**config.mk**
```make
export PLATFORM = sky130hd
export DESIGN_NAME = usb_tx
export DESIGN_NICKNAME = d
export VERILOG_FILES = /design/src/rtl/usb_tx_pkg.sv /design/src/rtl/usb_tx_bitenc.sv /design/src/rtl/usb_tx.sv
export SDC_FILE = /design/constraint.sdc
export NUM_CORES = 1
export LEC_CHECK = 0
export CAP_MARGIN = 10
export CORE_UTILIZATION = 26
export DETAILED_ROUTE_END_ITERATION = 7
export PLACE_DENSITY = 0.48
export SYNTH_ARGS = -nofsm -noshare
export SYNTH_HDL_FRONTEND = slang
export SYNTH_SLANG_ARGS = --single-unit
```
**constraint.sdc**
```tcl
create_clock -name clk -period 2.2 [get_ports clk]
set_input_delay 0.44 -clock clk [delete_from_list [all_inputs] [get_ports clk]]
set_output_delay 0.44 -clock clk [all_outputs]
set_load 0.005 [all_outputs]
```
**src/rtl/usb_tx_pkg.sv**
```systemverilog
// usb_tx_pkg: shared types for the USB low/full-speed transmit path.
//   d_port_t   : line state driven to the transceiver ({D+, D-} levels).
//   tx_state_t : transmit FSM states.
//   SYNC_BYTE  : SYNC pattern, sent LSB first through the NRZI/stuff path.
package usb_tx_pkg;

    // Full-speed polarity: J = D+ high, K = D- high, SE0 = both low.
    typedef enum logic [1:0] {
        SE0 = 2'b00,
        K   = 2'b01,
        J   = 2'b10
    } d_port_t;

    localparam logic [7:0] SYNC_BYTE = 8'h80;

    typedef enum logic [2:0] {
        TX_IDLE    = 3'd0,
        TX_SYNC    = 3'd1,
        TX_DATA    = 3'd2,
        TX_EOP_SE0 = 3'd3,
        TX_EOP_J   = 3'd4
    } tx_state_t;

    // NRZI: a 0 bit flips the line between J and K.
    function automatic d_port_t nrzi_toggle(d_port_t lvl);
        return (lvl == J) ? K : J;
    endfunction

endpackage

```
**src/rtl/usb_tx_bitenc.sv**
```systemverilog
// usb_tx_bitenc: NRZI encoder with bit stuffing and registered line output.
//   clk, reset     : system clock, synchronous active-low reset.
//   bit_i          : data bit to send on this strobe.
//   bit_strobe_i   : send one bit time (a stuffed 0 instead of bit_i while stall_o).
//   force_se0_i    : drive SE0 for this bit time; clears level and ones count.
//   force_j_i      : drive J for this bit time; clears level and ones count.
//   line_o         : registered line state.
//   stall_o        : the next strobe sends a stuffed bit; bit_i is not consumed.
module usb_tx_bitenc
    import usb_tx_pkg::*;
#(
    parameter int STUFF_LIMIT = 6
) (
    input  logic    clk,
    input  logic    reset,
    input  logic    bit_i,
    input  logic    bit_strobe_i,
    input  logic    force_se0_i,
    input  logic    force_j_i,
    output d_port_t line_o,
    output logic    stall_o
);

    localparam int OW = $clog2(STUFF_LIMIT + 1);

    logic [OW-1:0] ones_q, ones_d;
    d_port_t       lvl_q, lvl_d;
    d_port_t       line_q, line_d;

    assign stall_o = (ones_q == OW'(STUFF_LIMIT));
    assign line_o  = line_q;

    always_comb begin
        ones_d = ones_q;
        lvl_d  = lvl_q;
        line_d = line_q;
        if (force_se0_i) begin
            // EOP: level returns to J so the next packet's SYNC starts from idle.
            line_d = SE0;
            lvl_d  = J;
            ones_d = '0;
        end else if (force_j_i) begin
            line_d = J;
            lvl_d  = J;
            ones_d = '0;
        end else if (bit_strobe_i) begin
            if (stall_o || !bit_i) begin
                lvl_d  = nrzi_toggle(lvl_q);
                line_d = nrzi_toggle(lvl_q);
                ones_d = '0;
            end else begin
                line_d = lvl_q;
                ones_d = ones_q + OW'(1);
            end
        end
    end

    always_ff @(posedge clk) begin
        if (!reset) begin
            ones_q <= '0;
            lvl_q  <= J;
            line_q <= J;
        end else begin
            ones_q <= ones_d;
            lvl_q  <= lvl_d;
            line_q <= line_d;
        end
    end

endmodule

```
**src/rtl/usb_tx.sv**
```systemverilog
// usb_tx: USB low/full-speed transmitter (SYNC, NRZI + bit-stuffed data, EOP).
//   clk      : 24 MHz system clock.
//   reset    : synchronous active-low reset.
//   clk_en   : one pulse per bit time; all state advances only on these edges.
//   tx_data  : byte from the SIE, sent LSB first.
//   tx_valid : SIE has a byte; low at a byte boundary ends the packet.
//   tx_ready : one-clk pulse after the edge that consumed tx_data.
//   d_o      : registered line state (J/K/SE0).
//   oe       : registered driver enable.
module usb_tx
    import usb_tx_pkg::*;
#(
    parameter int STUFF_LIMIT  = 6,
    parameter int EOP_SE0_BITS = 2
) (
    input  logic       clk,
    input  logic       reset,
    input  logic       clk_en,
    input  logic [7:0] tx_data,
    input  logic       tx_valid,
    output logic       tx_ready,
    output d_port_t    d_o,
    output logic       oe
);

    localparam int EW = $clog2(EOP_SE0_BITS + 1);

    tx_state_t     state_q, state_d;
    logic [2:0]    cnt_q, cnt_d;      // SYNC bit index / DATA bit index (0 = boundary)
    logic [6:0]    sh_q, sh_d;        // bits 7:1 of the byte being sent
    logic [EW-1:0] eop_q, eop_d;      // SE0 bit times already sent
    logic          oe_q, oe_d;
    logic          rdy_q, rdy_d;

    logic enc_bit, enc_strobe, enc_se0, enc_j, stall;

    usb_tx_bitenc #(
        .STUFF_LIMIT(STUFF_LIMIT)
    ) u_bitenc (
        .clk          (clk),
        .reset        (reset),
        .bit_i        (enc_bit),
        .bit_strobe_i (enc_strobe),
        .force_se0_i  (enc_se0),
        .force_j_i    (enc_j),
        .line_o       (d_o),
        .stall_o      (stall)
    );

    assign oe       = oe_q;
    assign tx_ready = rdy_q;

    always_comb begin
        state_d    = state_q;
        cnt_d      = cnt_q;
        sh_d       = sh_q;
        eop_d      = eop_q;
        oe_d       = oe_q;
        rdy_d      = 1'b0;
        enc_bit    = 1'b0;
        enc_strobe = 1'b0;
        enc_se0    = 1'b0;
        enc_j      = 1'b0;
        if (clk_en) begin
            unique case (state_q)
                TX_IDLE: begin
                    if (tx_valid) begin
                        // First SYNC bit goes out on the same edge that sees tx_valid.
                        enc_strobe = 1'b1;
                        enc_bit    = SYNC_BYTE[0];
                        oe_d       = 1'b1;
                        cnt_d      = 3'd1;
                        state_d    = TX_SYNC;
                    end else begin
                        enc_j = 1'b1;
                        oe_d  = 1'b0;
                    end
                end
                TX_SYNC: begin
                    enc_strobe = 1'b1;
                    enc_bit    = SYNC_BYTE[cnt_q];
                    cnt_d      = cnt_q + 3'd1;
                    if (cnt_q == 3'd7) state_d = TX_DATA;
                end
                TX_DATA: begin
                    if (stall) begin
                        // Stuffed bit owed: send it, hold the data bit (and any
                        // boundary decision) until the next edge.
                        enc_strobe = 1'b1;
                    end else if (cnt_q == 3'd0) begin
                        if (tx_valid) begin
                            enc_strobe = 1'b1;
                            enc_bit    = tx_data[0];
                            sh_d       = tx_data[7:1];
                            rdy_d      = 1'b1;
                            cnt_d      = 3'd1;
                        end else begin
                            enc_se0 = 1'b1;
                            eop_d   = EW'(1);
                            state_d = TX_EOP_SE0;
                        end
                    end else begin
                        enc_strobe = 1'b1;
                        enc_bit    = sh_q[0];
                        sh_d       = {1'b0, sh_q[6:1]};
                        cnt_d      = cnt_q + 3'd1;
                    end
                end
                TX_EOP_SE0: begin
                    if (eop_q < EW'(EOP_SE0_BITS)) begin
                        enc_se0 = 1'b1;
                        eop_d   = eop_q + EW'(1);
                    end else begin
                        enc_j   = 1'b1;
                        state_d = TX_EOP_J;
                    end
                end
                TX_EOP_J: begin
                    // tx_valid is deliberately ignored here: guarantees one idle bit.
                    enc_j   = 1'b1;
                    oe_d    = 1'b0;
                    state_d = TX_IDLE;
                end
                default: begin
                    enc_j   = 1'b1;
                    oe_d    = 1'b0;
                    state_d = TX_IDLE;
                end
            endcase
        end
    end

    always_ff @(posedge clk) begin
        if (!reset) begin
            state_q <= TX_IDLE;
            cnt_q   <= 3'd0;
            sh_q    <= 7'd0;
            eop_q   <= '0;
            oe_q    <= 1'b0;
            rdy_q   <= 1'b0;
        end else begin
            state_q <= state_d;
            cnt_q   <= cnt_d;
            sh_q    <= sh_d;
            eop_q   <= eop_d;
            oe_q    <= oe_d;
            rdy_q   <= rdy_d;
        end
    end

endmodule

```
==> impl_metrics.sql <==
INSERT INTO impl_metrics (metric_group, metric, value, unit) VALUES
('pwr', 'power_density', '521', 'nW/um^2'),
('sta', 'rsz0062_at_grt', 'no', ''),
('logic_synthesis', 'post_synth_instance_area', '1370', 'sq um'),
('routing', 'detail_route.vias_per_cell', '4.80', ''),
('sta', 'layout_min_cycle_time', '1.90', 'ns'),
('global_routing', 'first_global_vias', '1153', ''),
('sta', 'maxClockFrequency', '526', 'MHz'),
('die', 'effective_utilization_at_floorplan', '27.0', '%'),
('clock_tree', 'cts_tree', 'built', ''),
('clock_tree', 'postCtsHoldBufs', '0', ''),
('sta', 'finalMaxSlewViolations', '0', ''),
('global_routing', 'grt_overflow', '0', ''),
('layout', 'syn2layout_area_growth', '20.9', '%'),
('logic_synthesis', 'netlist_top_cells_area', 'sky130_fd_sc_hd__dfxtp_1 (35%), sky130_fd_sc_hd__nand2_1 (5.5%), sky130_fd_sc_hd__ha_1 (4.6%)', ''),
('sta', 'maxSlewHeadroom', '71.9', '%'),
('setup_path', 'cp-end-kind', 'register', ''),
('setup_path', 'critical_path.startpoint_type', 'input pin', ''),
('clock_tree', 'clock_sink_count', '24', ''),
('clock_tree', 'clock_tree.root_cell', 'sky130_fd_sc_hd__clkbuf_8', ''),
('die', 'fp.dieH', '74.6', 'um'),
('routing', 'remaining_drc_errors', '0', ''),
('layout', 'antennaDiodeCount', '0', ''),
('sta', 'setup_violations', '0', ''),
('clock_tree', 'clk_pin_slew', '0.08', 'ns'),
('logic_synthesis', 'postSynth.asyncResetShare', '0', '%'),
('pwr', 'p_leak', '0.610', 'nW'),
('sta', 'final.period_utilization', '86.4', '%'),
('setup_path', 'crit_arrival', '2.06', 'ns'),
('sta', 'final.setup_skew', '0.00567', 'ns'),
('placement', 'portBuffers', '15', ''),
('logic_synthesis', 'syn_nets', '175', ''),
('clock_tree', 'clk_path_buf_depth', '2', ''),
('routing', 'drtPass1Iterations', '4', ''),
('sta', 'tightestPinTransition', '0.418', 'ns'),
('routing', 'drt-initial-drc-count', '35', ''),
('placement', 'global_placement_routability_congestion', '0.784', ''),
('pwr', 'max-vdd-ir-drop', '0.322', 'mV'),
('layout', 'finish.net_count', '194', ''),
('setup_path', 'critical_path.max_stage_delay', '0.63', 'ns'),
('setup_path', 'crit_required', '2.36', 'ns'),
('setup_path', 'crit_fanout', '8', ''),
('die', 'io_pins', '16', ''),
('setup_path', 'top_delay_family_on_crit_path', 'buffers and inverters', ''),
('job', 'max_cap_viols', '0', ''),
('clock_tree', 'clock_insertion_delay_worst_skew', '0.26', 'ns'),
('outcome', 'run_status', 'completed', ''),
('global_routing', 'maximum_number_of_pins_on_one_net_before_global_route_repair', '14', ''),
('routing', 'num_vias', '1175', ''),
('die', 'die_w', '74.6', 'um'),
('logic_synthesis', 'yosysTopAreaCell', 'sky130_fd_sc_hd__dfxtp_1', ''),
('logic_synthesis', 'synth-edff-count', '0', ''),
('layout', 'final_layout_size_suffix_gt1_share', '14.3', '%'),
('clock_tree', 'postCtsResizedCells', '0', ''),
('setup_path', 'cp_slowest_cell', 'sky130_fd_sc_hd__clkdlybuf4s50_1', ''),
('clock_tree', 'post-cts-setup-buffers', '0', ''),
('logic_synthesis', 'number_of_warning_messages_in_the_yosys_log', '0', ''),
('global_routing', 'gr-usage-all-layers', '12.2', '%'),
('die', 'design.core.area', '5070', 'sq um'),
('clock_tree', 'tritoncts_buffer_count', '3', ''),
('die', 'die-area', '5560', 'sq um'),
('layout', 'number_of_standard_cells_in_the_final_layout_excluding_fillers', '245', ''),
('placement', 'placed_cells_incl_taps', '242', ''),
('logic_synthesis', 'synth_cell_type_count', '48', ''),
('clock_tree', 'cts_htree_levels', '1', ''),
('logic_synthesis', 'synth.ff_latch_count', '24', ''),
('logic_synthesis', 'syn_inst', '158', ''),
('setup_path', 'timing.critical_path.cells', 'clkdlybuf4s50_1 > nor3b_2 > and4b_1 > o21a_1 > or2_4 > a21o_1', ''),
('logic_synthesis', 'syn-mean-instance-area', '8.67', 'sq um'),
('die', 'fp-row-count', '26', ''),
('logic_synthesis', 'yosysSeqAreaShare', '35.1', '%'),
('setup_path', 'cp.buffers_inverters', '1', '');
==> placed cells by master, fill, tap and decap left out, drive strengths merged, types with 4 or more instances in the layout <==
master	n
a21oi	10
dfxtp	24
inv	5
a311oi	6
clkdlybuf4s50	15
nand3b	6
buf	7
nor2	16
nand3	4
ha	5
and2	4
o21ai	9
nand2	20
==> registers in the layout, indices dropped and copies added, names as in the netlist, named ones only <==
register / count
cnt_q: 3
eop_q: 2
oe: 1
sh_q: 7
state_q: 3
tx_ready: 1
u_bitenc.line_o: 1
u_bitenc.lvl_q: 1
u_bitenc.ones_q: 3
==> where the power goes <==
part,internal (W),total (W),switching [W],leakage [nW]
logic,0.0000769,0.000157,0.0000798,0.394
registers,0.000446,0.000455,0.00000927,0.195
clock network,0.000122,0.000250,0.000128,0.0216
==> through the flow <==
| stage | hold slack (ns) | area [sq um] | worst slack [ns] | power (W) | util (%) |
|---|---|---|---|---|---|
| 2_1_floorplan | 0.450 | 1370 | 0.475 | 0.000562 | - |
| 3_3_place_gp | 0.471 | 1620 | 0.0694 | 0.000622 | 31.8 |
| 3_5_place_dp | 0.473 | 1620 | 0.0413 | 0.000623 | 31.8 |
| 4_1_cts | 0.486 | 1660 | 0.311 | 0.000882 | 32.6 |
| 5_1_grt | 0.497 | 1660 | 0.207 | 0.000911 | 32.6 |
| 6_report | 0.481 | 1660 | 0.300 | 0.000862 | 32.6 |
==> final cells by class <==
type                       count  area [sq um]
fill                         548          3420
multi-input combinational    121           826
sequential                    24           480
timing repair buffer          22           203
tap                           70          87.6
clock buffer                   3          41.3
inverter                       5          18.8
==> Yosys cell counts, types with 2 or more instances <==
cell type                  count
sky130_fd_sc_hd__o211ai_1      2
sky130_fd_sc_hd__a311oi_2      3
sky130_fd_sc_hd__a211o_1       2
sky130_fd_sc_hd__dfxtp_1      24
sky130_fd_sc_hd__nand4_1       2
sky130_fd_sc_hd__nand2_1      20
sky130_fd_sc_hd__nand3b_1      5
sky130_fd_sc_hd__nor2b_1       2
sky130_fd_sc_hd__and3_1        2
sky130_fd_sc_hd__ha_1          5
sky130_fd_sc_hd__and2b_1       2
sky130_fd_sc_hd__clkbuf_1      3
sky130_fd_sc_hd__o21a_1        2
sky130_fd_sc_hd__nor2_1       15
sky130_fd_sc_hd__inv_1         5
sky130_fd_sc_hd__nand3_1       3
sky130_fd_sc_hd__a211oi_2      2
sky130_fd_sc_hd__o21ai_0       7
sky130_fd_sc_hd__and2_1        4
sky130_fd_sc_hd__o21ai_1       2
sky130_fd_sc_hd__and4b_1       3
sky130_fd_sc_hd__nand2b_1      3
sky130_fd_sc_hd__a21o_1        3
sky130_fd_sc_hd__buf_2         3
sky130_fd_sc_hd__a311oi_1      3
sky130_fd_sc_hd__a21oi_1       9
==> worst register-to-register path: stages (launching register included) <==
cell	delay [ns]
sky130_fd_sc_hd__dfxtp_1	0.39
sky130_fd_sc_hd__inv_1	0.07
sky130_fd_sc_hd__ha_1	0.23
sky130_fd_sc_hd__nor3b_2	0.18
sky130_fd_sc_hd__and4b_1	0.24
sky130_fd_sc_hd__o21a_1	0.22
sky130_fd_sc_hd__or2_4	0.28
sky130_fd_sc_hd__a21o_1	0.15
==> cell families after synthesis <==
logic type / Yosys count / share of synthesized area, %
and+or+nand+nor: 70 / 30.2
AOI/OAI and AO/OA: 45 / 24.7
buffers and inverters: 13 / 4.66
adders and majority gates: 5 / 4.57
DFF: 24 / 35.1
muxes: 1 / 0.731
==> final timing paths <==
check | startpoint | endpoint | cells after the start
min | sh_q[6] | sh_q[6] | 2
max | tx_valid | u_bitenc.lvl_q[1] | 6
min reg2reg | sh_q[6] | sh_q[6] | 2
max reg2reg | cnt_q[0] | u_bitenc.lvl_q[1] | 7
==> per-layer routing <==
metal / vias to the layer above / share of wire (%) / track usage [%]
met2: 19 / 47 / 21.4
met3: 2 / 4.7 / 3.39
met5: - / 0 / 0
met1: 550 / 48 / 15.1
met4: 0 / 0.35 / 1.89
li1: 604 / - / -
Note: power is estimated with default switching activity, not from simulation.
